**config.mk**
```make
export PLATFORM = sky130hd
export DESIGN_NAME = rom_arbiter
export DESIGN_NICKNAME = d
export VERILOG_FILES = /design/src/rtl/rom_arbiter.sv
export SDC_FILE = /design/constraint.sdc
export NUM_CORES = 1
export LEC_CHECK = 0
export ABC_CLOCK_PERIOD_IN_PS = 1700
export BUFFER_PORTS_ARGS = -buffer_cell sky130_fd_sc_hd__buf_2
export CAP_MARGIN = 10
export CORE_ASPECT_RATIO = 1.2
export CORE_MARGIN = 2
export CORE_UTILIZATION = 41
export CTS_BUF_LIST = sky130_fd_sc_hd__clkbuf_8
export DETAILED_ROUTE_END_ITERATION = 12
export PLACE_DENSITY = 0.8
export SYNTH_ARGS = -nofsm -noshare
export SYNTH_HDL_FRONTEND = slang
export SYNTH_SLANG_ARGS = --single-unit
```
**constraint.sdc**
```tcl
create_clock -name clk -period 1.7 [get_ports clk]
set_clock_uncertainty 0.2 [all_clocks]
set_input_delay 0.17 -clock clk [delete_from_list [all_inputs] [get_ports clk]]
set_output_delay 0.17 -clock clk [all_outputs]
set_load 0.01 [all_outputs]
```
**src/rtl/rom_arbiter.sv**
```systemverilog
// Round-robin sequencer sharing one registered-output ROM among NUM_REQ requesters.
// Latency: req -> grant/ROM read +1, rsp_valid +3; one read in flight, req ignored while busy.
module rom_arbiter #(
   parameter int NUM_REQ    = 4,
   parameter int WIDTH      = 8,
   parameter int DEPTH      = 8,
   parameter int ADDR_WIDTH = $clog2(DEPTH),
   parameter int ID_WIDTH   = $clog2(NUM_REQ)
) (
   input  logic                          clk,
   input  logic                          reset,
   input  logic [NUM_REQ-1:0]            req,
   input  logic [NUM_REQ*ADDR_WIDTH-1:0] req_addr,
   output logic [NUM_REQ-1:0]            grant,
   output logic                          busy,
   output logic                          rsp_valid,
   output logic [ID_WIDTH-1:0]           rsp_id,
   output logic [WIDTH-1:0]              rsp_data,
   output logic                          rom_chip_sel,
   output logic                          rom_read_ena,
   output logic [ADDR_WIDTH-1:0]         rom_address,
   input  logic [WIDTH-1:0]              rom_data_in
);

   typedef enum logic [1:0] {IDLE, ISSUE, CAPTURE} state_t;

   state_t                state, state_nxt;
   // Last winner; it also serves as the ID of the transaction in flight.
   logic [ID_WIDTH-1:0]   rr_ptr, rr_ptr_nxt;
   logic [NUM_REQ-1:0]    grant_nxt;
   logic                  busy_nxt, rsp_valid_nxt, chip_sel_nxt, read_ena_nxt;
   logic [ID_WIDTH-1:0]   rsp_id_nxt;
   logic [WIDTH-1:0]      rsp_data_nxt;
   logic [ADDR_WIDTH-1:0] address_nxt;

   logic [ADDR_WIDTH-1:0] addr_arr [NUM_REQ];
   logic [ID_WIDTH-1:0]   winner, idx;
   logic                  found;

   always_comb begin
      for (int i = 0; i < NUM_REQ; i++) begin
         addr_arr[i] = req_addr[i*ADDR_WIDTH +: ADDR_WIDTH];
      end
   end

   // Search starts just past the previous winner and wraps.
   always_comb begin
      found  = 1'b0;
      winner = rr_ptr;
      idx    = '0;
      for (int k = 1; k <= NUM_REQ; k++) begin
         idx = ID_WIDTH'((int'(rr_ptr) + k) % NUM_REQ);
         if (!found && req[idx]) begin
            found  = 1'b1;
            winner = idx;
         end
      end
   end

   always_comb begin
      state_nxt     = state;
      rr_ptr_nxt    = rr_ptr;
      grant_nxt     = '0;
      busy_nxt      = 1'b0;
      rsp_valid_nxt = 1'b0;
      rsp_id_nxt    = rsp_id;
      rsp_data_nxt  = rsp_data;
      chip_sel_nxt  = 1'b0;
      read_ena_nxt  = 1'b0;
      address_nxt   = rom_address;
      case (state)
         IDLE: begin
            if (found) begin
               state_nxt         = ISSUE;
               rr_ptr_nxt        = winner;
               grant_nxt[winner] = 1'b1;
               chip_sel_nxt      = 1'b1;
               read_ena_nxt      = 1'b1;
               address_nxt       = addr_arr[winner];
               busy_nxt          = 1'b1;
            end
         end
         ISSUE: begin
            state_nxt = CAPTURE;
            busy_nxt  = 1'b1;
         end
         CAPTURE: begin
            state_nxt     = IDLE;
            rsp_valid_nxt = 1'b1;
            rsp_id_nxt    = rr_ptr;
            rsp_data_nxt  = rom_data_in;
         end
         default: state_nxt = IDLE;
      endcase
   end

   always_ff @(posedge clk) begin
      if (!reset) begin
         state        <= IDLE;
         rr_ptr       <= ID_WIDTH'(NUM_REQ - 1);
         grant        <= '0;
         busy         <= 1'b0;
         rsp_valid    <= 1'b0;
         rsp_id       <= '0;
         rsp_data     <= '0;
         rom_chip_sel <= 1'b0;
         rom_read_ena <= 1'b0;
         rom_address  <= '0;
      end else begin
         state        <= state_nxt;
         rr_ptr       <= rr_ptr_nxt;
         grant        <= grant_nxt;
         busy         <= busy_nxt;
         rsp_valid    <= rsp_valid_nxt;
         rsp_id       <= rsp_id_nxt;
         rsp_data     <= rsp_data_nxt;
         rom_chip_sel <= chip_sel_nxt;
         rom_read_ena <= read_ena_nxt;
         rom_address  <= address_nxt;
      end
   end

endmodule

```
==> run metrics <==
Die Wd=47.5 µm; dpl cells=179; Synth Register Bits=24; RSZ-0062 raised after global routing=yes; die area=2670 µm²; CTS tree=yes; commonest non-fill, non-tap cell in the layout=buf_2; Core Area=2090 µm²; worst slew pin tran=384 ps; post-layout min period=1630 ps; Mapped Area=930 µm²; Post-Place Worst Slack=18.6 ps; Post-synth EDFFs=0; vias in the first global route=825; gr ovfl total=0; register area=483 µm²; post-synthesis instance total=103; clock root buffer=clkbuf_8; Slew Viols, Final=0; Setup CP Type=flop to flop; WP data arrival=1560 ps; clock transition at the registers of the reported paths=80 ps; status=complete, no violations; htree depth=1; area of placed instances=1230 µm²; Ports=47; most frequent cells in the layout=buf_2 (46), nand2_1 (23), dfxtp_1 (22); WL per Instance=11.3 µm; power density cells=1020 nW/µm²; Leak=0.000683 µW; Final setup viols=0; first-pass GRT wire length=3310 µm; Clk Latency, worst-skew pair=260 ps; Layout Nets=191; synthesized net count=129; Multi-input gate area=429 µm²; Tcrit/Tclk final=95.9%; Worst Path Required=1630 ps; critical path startpoint=rr_ptr[0]$_SDFFE_PN1P_; vias per cell=4.75; clk sinks=24; ys async rst share=0%; Startpoint Class=flop; total clock buffers created by CTS=3; initial DRC count=11; Rel. slew slack=74.4%; Chip Height=56.2 µm; detailed-route via count=922; layout cell share with drive strength beyond 1=39.0%; HP Start=req_addr[9]; worst min path class=input port to flop; initial antenna violation count=0; Final Cell Area=1420 µm²; sequential area share after synthesis=51.7%; global-route usage over all layers=16.6%; Final GP Congestion=0.763; DP Wirelength=1590 µm; Initial Util=44.4%; DRC=0; top_reg_cell synth=dfxtp_1; number of I/O port buffers=46; area grow syn2layout=53.0%; Worst R2R Start=rr_ptr[0]$_SDFFE_PN1P_; filler instances=166; setup bufs post-CTS=0; Setup TNS=0 ps; routed wire length=2190 µm; Pre-antenna DRT Iters=4; Final Hold Viols=0; max frequency=614 MHz; Post-Layout Cell Count=194; crit end category=flop; largest net degree at the start of global routing=15; # Max-Cap Violations=0; deepest clock path buffer count=2; final worst slack=70.4 ps; antenna-violating nets left=0; synth warn=0; syn_area_per_cell=9.03 µm²; Netlist cell types=23; crit-path max FO=10; ANT cells=0; # rows=18; final total power=1450 µW; VDD IR max=654 µV
## registers in the layout, summed over array words and instances (netlist names)
name,cells
rr_ptr,2
state,2
grant,4
rom_address,3
rsp_id,2
rom_read_ena,1
rsp_valid,1
rsp_data,8
busy,1
## timing repair
item	CTS	global route
hold buffers	11	0
gates resized for setup	0	4
hold endpoints to repair	11	0
endpoints found under the setup margin	0	3
## cell families after synthesis
family | share of synthesized area, %
and+or+nand+nor | 20.3
DFF | 51.7
AOI/OAI and AO/OA | 17.9
buffers and inverters | 3.63
muxes | 6.46
## area by class of cell
type,count,share of cell area (%)
clock buffers,3,2.90
clock inverters,1,2.11
inverters,3,0.792
multi-input cells,71,30.2
flip-flops and latches,24,33.9
well taps,30,2.64
repair buffers,62,27.4
## synth_stat cells (all sizes together), types with 2 or more instances
master | count | share of area (%)
mux2i | 6 | 6.5
buf | 2 | 1.2
o211ai | 3 | 2.4
clkbuf | 3 | 1.2
a21oi | 11 | 5.9
nor2 | 9 | 3.6
dfxtp | 24 | 52
nand2b | 4 | 2.7
nand3 | 3 | 1.6
o21ai | 2 | 1.5
inv | 3 | 1.2
o221ai | 3 | 3.5
nand2 | 23 | 9.3
## stage by stage
stage | utilization [%] | hold WS, ps
after floorplan | - | 58.7
after CTS | 67.3 | 17.5
after global routing | 67.9 | 44.8
after detailed placement | 58.7 | 222
final | 67.9 | 17.6
after global placement | 58.7 | 212
## where the power goes
part           switching (µW)  leakage [µW]  total [µW]  internal (µW)
Sequential               30.7      0.000196         644            614
Combinational             151      0.000451         319            167
Clock                     168     0.0000357         482            314
## path summary, 6_finish.rpt
path | endpoint | slack, ps | depth (start not counted)
setup / recovery | rom_address[1]$_SDFFE_PN0P_ | 70 | 6
hold / removal | rom_address[0]$_SDFFE_PN0P_ | 20 | 3
setup reg to reg | rom_address[1]$_SDFFE_PN0P_ | 70 | 6
hold reg to reg | rsp_data[6]$_SDFFE_PN0P_ | 250 | 2
## routing by layer
metal  up-vias  wire [µm]  GRT usage, %
met2        38       1210          32.2
met4         0          0          2.38
met3         0        133          4.22
met1       414        846          16.7
met5         -          0             0
li1        470          -             -
## critical path, cell delays in order (launching register included)
cell      delay, ps
dfxtp_2         350
or2b_4          130
o21ai_2          60
a221oi_4        290
buf_12          170
mux2i_1         180
o221ai_1        130
(Power assumes the default switching activity.)
